$ cat config.mk
export PLATFORM = sky130hd
export DESIGN_NAME = hms_uptime_counter
export DESIGN_NICKNAME = d
export VERILOG_FILES = /design/src/rtl/hms_uptime_pkg.sv /design/src/rtl/bcd_mod_counter.sv /design/src/rtl/hms_uptime_counter.sv
export SDC_FILE = /design/constraint.sdc
export NUM_CORES = 1
export LEC_CHECK = 0
export CAP_MARGIN = 20
export CORE_MARGIN = 1.5
export CORE_UTILIZATION = 40
export CTS_CLUSTER_DIAMETER = 200
export DETAILED_ROUTE_END_ITERATION = 12
export PLACE_DENSITY = 0.69
export SLEW_MARGIN = 25
export SYNTH_ARGS = -nofsm -noshare
export SYNTH_HDL_FRONTEND = slang
export SYNTH_SLANG_ARGS = --single-unit
$ cat constraint.sdc
create_clock -name CLK -period 2.6 [get_ports CLK]
set_clock_uncertainty 0.05 [all_clocks]
set_input_delay 0.78 -clock CLK [delete_from_list [all_inputs] [get_ports CLK]]
set_output_delay 0.78 -clock CLK [all_outputs]
set_load 0.01 [all_outputs]
$ cat src/rtl/hms_uptime_pkg.sv
// hms_uptime_pkg: shared types, constants and BCD helpers for the uptime counter.
//   bcd2_t     : two-digit packed BCD ([7:4] tens, [3:0] units)
//   bcd2_valid : both nibbles are decimal digits and tens <= max_tens
//   bcd2_inc   : BCD +1, returns {carry, next}; carry set on 99 -> 00
package hms_uptime_pkg;

   typedef logic [7:0] bcd2_t;

   localparam bcd2_t C_BCD_59 = 8'h59;
   localparam bcd2_t C_BCD_00 = 8'h00;

   function automatic logic bcd2_valid(input bcd2_t value, input logic [3:0] max_tens);
      return (value[3:0] <= 4'd9) && (value[7:4] <= max_tens);
   endfunction

   function automatic logic [8:0] bcd2_inc(input bcd2_t value);
      logic [3:0] tens;
      logic [3:0] units;
      logic       carry;
      tens  = value[7:4];
      units = value[3:0];
      carry = 1'b0;
      if (units == 4'd9) begin
         units = 4'd0;
         if (tens == 4'd9) begin
            tens  = 4'd0;
            carry = 1'b1;
         end else begin
            tens = tens + 4'd1;
         end
      end else begin
         units = units + 4'd1;
      end
      return {carry, tens, units};
   endfunction

endpackage

$ cat src/rtl/bcd_mod_counter.sv
// bcd_mod_counter: two-digit BCD counter that wraps from max to 00.
//   CLK, RST_N : clock, async active-low reset
//   clr        : synchronous clear to 00 (highest priority)
//   load       : load load_val
//   inc        : count up by one
//   max        : highest value before wrapping to 00
//   val        : current value
//   carry_out  : combinational, inc && val == max
module bcd_mod_counter
   import hms_uptime_pkg::*;
(
   input  logic  CLK,
   input  logic  RST_N,
   input  logic  clr,
   input  logic  load,
   input  bcd2_t load_val,
   input  logic  inc,
   input  bcd2_t max,
   output bcd2_t val,
   output logic  carry_out
);

   logic [8:0] inc_res;
   bcd2_t      val_d;

   always_comb begin
      inc_res = bcd2_inc(val);
      val_d   = val;
      if (clr) begin
         val_d = C_BCD_00;
      end else if (load) begin
         val_d = load_val;
      end else if (inc) begin
         // Overflow past 99 also lands on 00.
         val_d = ((val == max) || inc_res[8]) ? C_BCD_00 : inc_res[7:0];
      end
   end

   assign carry_out = inc && (val == max);

   always_ff @(posedge CLK or negedge RST_N) begin
      if (!RST_N) begin
         val <= C_BCD_00;
      end else begin
         val <= val_d;
      end
   end

endmodule

$ cat src/rtl/hms_uptime_counter.sv
// hms_uptime_counter: counts rising edges of a 1 s toggle as hours:minutes:seconds in BCD.
//   CLK, RST_N                    : clock, async active-low reset
//   TIMER_IN                      : 1 s toggle, each rising edge is one second
//   CLR / HOLD / LOAD             : clear time+alarm / drop ticks / load time
//   LOAD_SEC, LOAD_MIN, LOAD_HOUR : BCD load values
//   ALARM_EN, ALARM_MIN/HOUR      : alarm enable and BCD match time
//   ALARM_ACK                     : clear sticky alarm
//   SEC, MIN, HOUR                : BCD time
//   SEC_PLS                       : one-cycle pulse per detected second (even when held)
//   ALARM                         : sticky alarm flag
//   LOAD_ERR                      : one-cycle pulse after a rejected LOAD
module hms_uptime_counter
   import hms_uptime_pkg::*;
#(
   parameter int unsigned P_SYNC     = 1,
   parameter int unsigned P_HOUR_MAX = 99
) (
   input  logic  CLK,
   input  logic  RST_N,
   input  logic  TIMER_IN,
   input  logic  CLR,
   input  logic  HOLD,
   input  logic  LOAD,
   input  bcd2_t LOAD_SEC,
   input  bcd2_t LOAD_MIN,
   input  bcd2_t LOAD_HOUR,
   input  logic  ALARM_EN,
   input  bcd2_t ALARM_MIN,
   input  bcd2_t ALARM_HOUR,
   input  logic  ALARM_ACK,
   output bcd2_t SEC,
   output bcd2_t MIN,
   output bcd2_t HOUR,
   output logic  SEC_PLS,
   output logic  ALARM,
   output logic  LOAD_ERR
);

   localparam bcd2_t C_HOUR_MAX = {4'(P_HOUR_MAX / 10), 4'(P_HOUR_MAX % 10)};

   logic s, p, tick;

   // Synchronizer and previous-sample reset high so a level already high at
   // reset release is never mistaken for a rising edge.
   if (P_SYNC != 0) begin : g_sync
      logic [1:0] sync_q;
      always_ff @(posedge CLK or negedge RST_N) begin
         if (!RST_N) begin
            sync_q <= 2'b11;
         end else begin
            sync_q <= {sync_q[0], TIMER_IN};
         end
      end
      assign s = sync_q[1];
   end else begin : g_nosync
      assign s = TIMER_IN;
   end

   always_ff @(posedge CLK or negedge RST_N) begin
      if (!RST_N) begin
         p <= 1'b1;
      end else begin
         p <= s;
      end
   end

   assign tick = s & ~p;

   logic load_valid, load_ok, sec_inc;
   logic sec_carry, min_carry, hour_carry;

   // BCD values compare in numeric order once both nibbles are digits.
   assign load_valid = bcd2_valid(LOAD_SEC, 4'd5) && bcd2_valid(LOAD_MIN, 4'd5) &&
                       bcd2_valid(LOAD_HOUR, 4'd9) && (LOAD_HOUR <= C_HOUR_MAX);
   assign load_ok    = LOAD && !CLR && load_valid;
   // Any LOAD, even a rejected one, swallows a coincident tick.
   assign sec_inc    = tick && !HOLD && !CLR && !LOAD;

   bcd_mod_counter u_sec (
      .CLK       (CLK),
      .RST_N     (RST_N),
      .clr       (CLR),
      .load      (load_ok),
      .load_val  (LOAD_SEC),
      .inc       (sec_inc),
      .max       (C_BCD_59),
      .val       (SEC),
      .carry_out (sec_carry)
   );

   bcd_mod_counter u_min (
      .CLK       (CLK),
      .RST_N     (RST_N),
      .clr       (CLR),
      .load      (load_ok),
      .load_val  (LOAD_MIN),
      .inc       (sec_carry),
      .max       (C_BCD_59),
      .val       (MIN),
      .carry_out (min_carry)
   );

   bcd_mod_counter u_hour (
      .CLK       (CLK),
      .RST_N     (RST_N),
      .clr       (CLR),
      .load      (load_ok),
      .load_val  (LOAD_HOUR),
      .inc       (min_carry),
      .max       (C_HOUR_MAX),
      .val       (HOUR),
      .carry_out (hour_carry)
   );

   // Post-tick minute/hour, only meaningful when sec_carry (new SEC == 00).
   logic [8:0] min_inc, hour_inc;
   bcd2_t      new_min, new_hour;
   logic       alarm_set, alarm_d;

   always_comb begin
      min_inc  = bcd2_inc(MIN);
      hour_inc = bcd2_inc(HOUR);
      new_min  = (min_carry || min_inc[8]) ? C_BCD_00 : min_inc[7:0];
      new_hour = HOUR;
      if (min_carry) begin
         new_hour = (hour_carry || hour_inc[8]) ? C_BCD_00 : hour_inc[7:0];
      end
      alarm_set = ALARM_EN && sec_carry && (new_min == ALARM_MIN) && (new_hour == ALARM_HOUR);
      alarm_d   = ALARM;
      if (CLR) begin
         alarm_d = 1'b0;
      end else if (alarm_set) begin
         alarm_d = 1'b1;
      end else if (ALARM_ACK) begin
         alarm_d = 1'b0;
      end
   end

   always_ff @(posedge CLK or negedge RST_N) begin
      if (!RST_N) begin
         SEC_PLS  <= 1'b0;
         ALARM    <= 1'b0;
         LOAD_ERR <= 1'b0;
      end else begin
         SEC_PLS  <= tick;
         ALARM    <= alarm_d;
         LOAD_ERR <= LOAD && !CLR && !load_valid;
      end
   end

endmodule
### After elaboration in Yosys (flattened, before gate mapping)

Index checks and enable logic that the tools add are counted.

* flip-flop bits (word level): 30
* output and inout port bits: 27
* word-level logic and storage cells: 101

* add/sub/neg operators: 6
* $lt $le $gt $ge: 7
* equality and inequality tests: 11
* multiplexer cells: 33
* bitwise gates (word level): 2
* reductions and logical operators: 33

Operators with widths (count)
* $mux 8: 15
* $mux 4: 9
* $add 4x1->4 const B: 6
* $eq 4x4->1 const B: 6
* $logic_and 1x1->1: 18
* $eq 8x7->1 const B: 2
* $eq 8x8->1: 2
* $le 4x4->1 const B: 4
* $reduce_bool 3->1: 4
* $mux 1: 9
* $eq 8x8->1 const B: 1
* $le 4x3->1 const B: 2
* $le 8x8->1 const B: 1
* $logic_or 1x1->1: 5
* $logic_not 1->1: 4
* $reduce_bool 4->1: 1
* $reduce_and 2->1: 1
* $and 1x1->1: 1
* $not 1->1: 1

### Logic depth before layout (Yosys ltp)

Gate-level depths: netlist of the first run.

* depth in word-level cells: 15
* mapped depth: 10
* depth with buffers taken out: 9

### Cells and area by module

A second synthesis of the first run with hierarchy kept.

* cells, all modules: 382
* area, all modules: 3179.3 um^2

By module, submodules not included
* bcd_mod_counter: instances 3, cells an instance 80, area an instance 706.9 um^2
* hms_uptime_counter: instances 1, cells an instance 142, area an instance 1058.5 um^2

### Least setup slack after synthesis of the first run

No wires, ideal clock.

* kind: in2reg
* from: input port LOAD
* to: register ALARM
* arrival time: 2.568 ns
* data required time: 2.432 ns
* path slack: -0.136 ns
* stages on the path: 7
* buffers on the path: 0
* cell sequence: nor4b_4 nand4_4 or3b_2 a311oi_1 a2111oi_2 nor4b_2 a21o_1

* word-level cells in the longest chain between the ends: 12
* elaborated cells on any way between the ends: 18
* classes of those cells: eq/ne (2); mux (5); reduce/logical (11)

RTL lines
* start: declaration: RTL line hms_uptime_counter.sv:23 `input logic LOAD,`
* $logic_not 1->1 (*): RTL line hms_uptime_counter.sv:77 `assign sec_inc = tick && !HOLD && !CLR && !LOAD;`
* $logic_and 1x1->1 (*): RTL line hms_uptime_counter.sv:77
* $logic_and 1x1->1 (*): RTL line bcd_mod_counter.sv:39 `assign carry_out = inc && (val == max);`
* $logic_and 1x1->1 (2 in series): RTL line bcd_mod_counter.sv:39
* $logic_or 1x1->1: RTL line hms_uptime_counter.sv:126 `new_hour = (hour_carry || hour_inc[8]) ? C_BCD_00 : hour_inc[7:0];`
* $mux 8: RTL line hms_uptime_counter.sv:126
* $mux 8: RTL line hms_uptime_counter.sv:125 `if (min_carry) begin`
* $eq 8x8->1: RTL line hms_uptime_counter.sv:128 `alarm_set = ALARM_EN && sec_carry && (new_min == ALARM_MIN) && (new_hour == ALARM_HOUR);`
* $logic_and 1x1->1 (*): RTL line hms_uptime_counter.sv:128
* $mux 1: RTL line hms_uptime_counter.sv:132 `end else if (alarm_set) begin`
* $mux 1: RTL line hms_uptime_counter.sv:130 `if (CLR) begin`
* end signal: assignment: RTL line hms_uptime_counter.sv:146 `ALARM <= alarm_d;`
* end: declaration: RTL line hms_uptime_counter.sv:35 `output logic ALARM,`

Mark *: on every way between the ends. The rest lies on a longest branch, timed or not.
A chain may end at the register's enable or synchronous reset.

### Worst setup path after layout of the first run

* from: input port ALARM_HOUR[4]
* to: register ALARM

* word-level cells in the longest chain between the ends: 4
* elaborated cells on any way between the ends: 5
* classes of those cells: eq/ne (1); mux (2); reduce/logical (2)

RTL lines
* start: declaration: RTL line hms_uptime_counter.sv:29 `input bcd2_t ALARM_HOUR,`
* $eq 8x8->1 (*): RTL line hms_uptime_counter.sv:128
* $logic_and 1x1->1 (*): RTL line hms_uptime_counter.sv:128
* $mux 1: RTL line hms_uptime_counter.sv:132
* $mux 1: RTL line hms_uptime_counter.sv:130

Marks and branches as above.

==> results of run 1 <==
==> state kept, by name (all words and copies together), names as in the netlist <==
register	cells
SEC_PLS	1
p	1
ALARM	1
u_min.val	8
LOAD_ERR	1
u_hour.val	8
u_sec.val	8
g_sync.sync_q	2
==> power breakdown <==
group	internal, mW	switching, mW	total (mW)
clock network	0.185	0.186	0.372
logic	0.154	0.111	0.266
registers	0.482	0.0164	0.498
==> timing repair <==
action | CTS | global route
cloned | 1 | 0
setup buffers | 9 | 1
endpoints found under the setup margin | 10 | 5
gates resized for setup | 27 | 19
pin swaps | 9 | 11
hold buffers | 0 | 0
==> through the flow <==
stage	cells	utilization	area, sq um	TNS (ns)
after global routing	522	0.6484	4070	-0.1083
after CTS	521	0.6325	3970	-0.03102
after global placement	503	0.5988	3759	-5.426
after detailed placement	503	0.5988	3759	-6.134
final	522	0.6484	4070	-0.03453
after floorplan	314	-	2580	-0.1050
==> cell usage in the layout (no fill, tap or decap), types with 5 or more instances in the layout <==
master and instances:
clkdlybuf4s50_1 69, buf_4 65, nor2_1 32, dfrtp_1 27, nand2_1 26, o21ai_0 25
a21oi_1 13, inv_1 10, nand2b_1 9, a211oi_1 7, nand4_1 7, nand3_1 7
nor2b_1 6, nor3_1 6, nor3b_1 5, xor2_1 5, xnor2_1 5, clkbuf_8 5
==> worst paths after layout <==
path                                  startpoint  slack, ns               end
worst max-delay path               ALARM_HOUR[4]      -0.03             ALARM
worst min-delay path            g_sync.sync_q[0]       0.31  g_sync.sync_q[1]
worst max register to register      u_sec.val[1]       0.03             ALARM
worst min register to register  g_sync.sync_q[0]       0.31  g_sync.sync_q[1]
max in group asynchronous                  RST_N       1.34                 p
min in group asynchronous                  RST_N       0.83     u_hour.val[2]
==> area by class of cell <==
cell class                 instances  area share
clock buffer                       6     0.01783
clock inverter                     2    0.002459
inverter                          11     0.01014
multi-input combinational        254      0.4513
sequential                        30      0.1854
tap                               77     0.02367
timing repair buffer             142      0.3093
==> layer usage <==
metal	routed length, um	vias up	track usage
met3	608	12	0.05070
met4	145	0	0.07879
met1	3689	1447	0.3217
met2	4159	136	0.4132
met5	0	-	0
li1	-	1452	-
==> kinds of logic after synthesis <==
logic type	Yosys count	synth area share
AO/OA/AOI/OAI	100	0.2688
XOR/XNOR	11	0.03743
adder cells (fa/ha/maj)	4	0.01945
buffers and inverters	31	0.05493
flip-flops	30	0.2931
multiplexers	4	0.01604
AND/OR/NAND/NOR	134	0.3102
==> flow_metrics.py, run 1 <==
metrics = {
    "outcome": {
        "status": "finished with violations",
        "violations": "negative setup slack",
    },
    "yosys": {
        "synthArstFlopShare": 1.000,
        "synth_top_area_share": 0.2625,
        "ys_top_cells_by_area": "dfrtp_1 (26%), o21ai_0 (5.3%), nor2_1 (4.7%), nand2_1 (3.8%), dfstp_2 (3.1%)",
        "synth_warnings": 0,
        "synth-seq-cells": 30,
        "netlist_top_cells_count": "nor2_1 (32), dfrtp_1 (27), o21ai_0 (27)",
        "synth.most_common_cell": "nor2_1",
        "synthCells": 314,
        "syn-num-nets": 366,
        "yosys.area.top_type": "dfrtp_1",
        "avgSynthCellArea_sq_um": 8.197,
        "synth_edf_count": 0,
        "yosysSeqAreaShare": 0.2931,
        "synth_top_flop_cell": "dfrtp_1",
        "yosysUniqueCellTypes": 70,
        "synthesis.area_sq_um": 2574,
    },
    "floorplan": {
        "die_width_um": 83.22,
        "start_util": 0.4100,
        "die_y_um": 83.22,
        "core_sq_um": 6277,
        "dieArea_sq_um": 6925,
        "placementRows": 29,
        "ios": 75,
    },
    "detailed_routing": {
        "num_vias": 3047,
        "wl_per_cell_um": 16.48,
        "routed_wl_um": 8602,
        "drc": 0,
        "first_pass_iters": 4,
        "ant_nets": 0,
        "dr.first_iter.drc_count": 248,
        "vias_per_cell": 5.837,
    },
    "sta": {
        "hold_ws_ns": 0.3112,
        "worst_slack_ns": -0.03453,
        "setup_viol": 1,
        "grt_setup_unrepaired": "yes",
        "finalCritPeriodShare": 1.013,
        "slew_headroom": 0.6768,
        "fmax_mhz": 379.6,
        "post-route-min-period_ns": 2.635,
        "timing.final.hold_violations": 0,
        "slew_viol_final": 0,
        "tightest_slew_ns": 0.4772,
    },
    "global_routing": {
        "grt_pass1_vias": 2933,
        "grt.overflow.total": 0,
        "grt_pass1_wl_um": 13920,
        "gr-usage-all-layers": 0.2478,
        "grt_max_degree": 31,
        "antenna_found_initial": 0,
    },
    "cts": {
        "cts_tree": "built",
        "clk_latency_ns": 0.28,
        "htreeDepth": 2,
        "cts_root_buf": "clkbuf_8",
        "numCtsBuffers": 5,
        "clk_path_buf_depth": 2,
        "path_clk_slew_ns": 0.07,
        "cts_sinks": 30,
    },
    "critical_path": {
        "r2r_cells": 10,
        "crit_family": "compound AO/OA/AOI/OAI gates",
        "cp-start-kind": "input port",
        "crit_path_max_incr_delay_ns": 0.49,
        "critical_path_required_ns": 2.77,
        "path_depth": 9,
        "cp_num_buf_inv": 2,
        "cp.arrival_ns": 2.81,
        "path_cells": "clkdlybuf4s50_1, nor2b_2, a311oi_2, o2111ai_2, a2111oi_4, buf_4, o211ai_1, nor4b_2, a21o_1",
        "end_kind": "register",
        "cp_slowest_cell": "clkdlybuf4s50_1",
        "worstSetupPathType": "in2reg",
        "crit_fanout": 2,
    },
    "power_and_ir_drop": {
        "irDropWorstVdd_uv": 266.6,
        "p_leak_nw": 1.614,
        "power.total_mw": 1.136,
        "power.density_nw_per_um2": 279.0,
    },
    "cells_and_area": {
        "final-seq-area_sq_um": 754.5,
        "multi_input_area_sq_um": 1837,
        "n_fill_cell": 540,
        "area_growth_pct": 58.14,
        "antenna_cells": 0,
        "finalNetCount": 496,
        "drive_above_1_share": 0.2494,
    },
    "placement": {
        "dpl.hpwl_um": 6169,
        "routabilityCongestion": 0.9789,
        "io_buffer_count": 74,
        "dp_slack_ns": -0.8108,
    },
    "hold_path": {
        "worstHoldPathType": "reg2reg",
        "hold_depth": 0,
    },
    "job": {
        "max_cap_viol_count": 0,
    },
}
Note: power is estimated with default switching activity, not from simulation.
==> run 2, diff against run 1 <==
- PLACE_DENSITY: 0.69 -> unset
- PLACE_DENSITY_LB_ADDON: unset -> 0.12
- clock period: 2.6 -> 2.9 ns (I/O delays scaled with it)
==> run 2 against run 1 <==
  * The run now ends clean
  * Die area unchanged
  * Hold slack worse by 0.0045 ns
  * Final cell count shrank 1.5%
  * Final area shrank 3.6%
  * Register-to-register slack better by 0.10 ns
  * First-iteration DRC count fell by 38%
  * Critical path depth unchanged
  * Setup slack improved by 0.10 ns
  * Critical endpoint unchanged
  * Largest cell class unchanged
==> flow_metrics.py, run 2 (same netlist as run 1, synthesis figures left out) <==
metrics = {
    "outcome": {
        "status": "completed",
    },
    "global_routing": {
        "grt.overflow.total": 0,
        "grt_pass1_vias": 2881,
        "grt_pass1_wl_um": 13830,
        "gr-usage-all-layers": 0.2471,
        "antenna_found_initial": 0,
        "grt_max_degree": 31,
    },
    "critical_path": {
        "cp_slowest_cell": "or3b_2",
        "cp-start-kind": "input port",
        "crit_path_max_incr_delay_ns": 0.52,
        "worstSetupPathType": "in2reg",
        "cp.arrival_ns": 2.96,
        "path_cells": "dlygate4sd2_1, nor4b_4, buf_6, nand4_4, or3b_2, a311oi_2, a2111oi_4, nor4b_2, a21o_1",
        "critical_path_required_ns": 3.03,
        "cp_num_buf_inv": 2,
        "crit_family": "simple AND/OR/NAND/NOR gates",
        "end_kind": "register",
        "crit_fanout": 5,
    },
    "power_and_ir_drop": {
        "p_sw_frac": 0.2700,
        "p_leak_nw": 1.548,
        "p_int_uw": 755.5,
        "p_clk_frac": 0.345,
        "pwr-share-comb": 0.222,
        "irDropWorstVdd_uv": 258.6,
        "power.density_nw_per_um2": 263.8,
        "p_seq_frac": 0.432,
        "power.switching_uw": 279.4,
    },
    "cells_and_area": {
        "finalNetCount": 488,
        "antenna_cells": 0,
        "drive_above_1_share": 0.2014,
        "final_common_cell": "clkdlybuf4s50_1",
        "n_fill_cell": 563,
        "area_growth_pct": 52.41,
        "top_regs": "u_hour.val: 8 flops, u_min.val: 8 flops, u_sec.val: 8 flops",
        "final_cell_mix": "clkdlybuf4s50_1 (71), buf_4 (58), nor2_1 (32)",
    },
    "placement": {
        "io_buffer_count": 74,
        "routabilityCongestion": 0.9169,
        "dpl.hpwl_um": 6112,
    },
    "cts": {
        "clk_latency_ns": 0.28,
        "cts_root_buf": "clkbuf_8",
        "numCtsBuffers": 5,
        "htreeDepth": 2,
        "path_clk_slew_ns": 0.07,
        "cts_sinks": 30,
        "cts_tree": "built",
        "clk_path_buf_depth": 2,
    },
    "detailed_routing": {
        "dr.first_iter.drc_count": 153,
        "ant_nets": 0,
        "vias_per_cell": 5.817,
        "num_vias": 2990,
        "met2_length_um": 4031,
        "first_pass_iters": 4,
        "drc": 0,
        "wl_per_cell_um": 16.61,
        "routed_wl_um": 8535,
        "m1WireLength_um": 3806,
        "highest_layer": "met4",
        "wl_met3_um": 523,
    },
    "sta": {
        "finalCritPeriodShare": 0.9773,
        "slew_viol_final": 0,
        "finalSetupTns_ns": 0,
        "hold_ws_ns": 0.3067,
        "tightest_slew_ns": 0.6852,
        "fmax_mhz": 352.8,
        "setup_viol": 0,
        "slew_headroom": 0.5405,
        "grt_setup_unrepaired": "no",
        "post-route-min-period_ns": 2.834,
        "timing.final.hold_violations": 0,
    },
    "job": {
        "max_cap_viol_count": 0,
    },
    "floorplan": {
        "placementRows": 29,
        "die_width_um": 83.22,
        "core_sq_um": 6277,
        "ios": 75,
        "dieArea_sq_um": 6925,
        "die_y_um": 83.22,
        "start_util": 0.4100,
    },
    "hold_path": {
        "worstHoldPathType": "reg2reg",
    },
}
run 2: worst register-to-register path, cell delays in order (launching register included):
cell and delay, ns:
dfrtp_1 0.42, inv_1 0.10, ha_1 0.18, and4bb_1 0.43, nand4_4 0.20, or3b_2 0.52, a311oi_2 0.34, a2111oi_4 0.09
nor4b_2 0.17, a21o_1 0.16
run 2: worst paths after layout:
check                                 start          endpoint  slack [ns]  cells after the start
setup reg to reg               u_sec.val[1]             ALARM        0.13                      9
min in group asynchronous             RST_N      u_min.val[3]        0.94                      2
max in group asynchronous             RST_N                 p        1.53                      2
setup / recovery                       HOLD             ALARM        0.07                      9
hold / removal             g_sync.sync_q[0]  g_sync.sync_q[1]        0.31                      0
hold reg to reg            g_sync.sync_q[0]  g_sync.sync_q[1]        0.31                      0
run 2: timing repair:
| action | in CTS | in global routing |
|---|---|---|
| hold buffers | 0 | 0 |
| setup buffers | 5 | 0 |
| pin swaps | 4 | 4 |
| gates cloned | 1 | 0 |
| gates resized for setup | 9 | 4 |
| setup endpoints to repair | 2 | 1 |
run 2: power groups by stage:
stage          Sequential [mW]  Clock (mW)  Combinational (mW)
6_report                 0.447       0.357               0.230
5_1_grt                  0.449       0.384               0.247
4_1_cts                  0.447       0.366               0.228
3_5_place_dp             0.452           0               0.220
3_3_place_gp             0.453           0               0.218
2_1_floorplan            0.455           0              0.0637
run 2: final cells by class:
type | count | area [sq um] | area share
Clock buffer | 6 | 82.58 | 0.02105
Clock inverter | 2 | 12.51 | 0.003190
Inverter | 11 | 41.29 | 0.01053
Multi-Input combinational cell | 254 | 1744 | 0.4447
Sequential cell | 30 | 754.5 | 0.1923
Tap cell | 77 | 96.34 | 0.02456
Timing Repair Buffer | 134 | 1191 | 0.3037
run 2: through the flow:
step	cell area, sq um	util	setup slack, ns	instances	power (mW)
6_report	3923	0.6249	0.06589	514	1.035
5_1_grt	3923	0.6249	0.002573	514	1.080
4_1_cts	3910	0.6229	0.01628	514	1.041
3_5_place_dp	3730	0.5942	-0.5761	500	0.6719
3_3_place_gp	3730	0.5942	-0.5406	500	0.6707
2_1_floorplan	2574	-	0.07406	314	0.5192
run 2: metal layers:
metal | GRT usage | vias up
li1 | - | 1444
met3 | 0.04076 | 14
met5 | 0 | -
met1 | 0.3254 | 1422
met4 | 0.08182 | 0
met2 | 0.4124 | 110
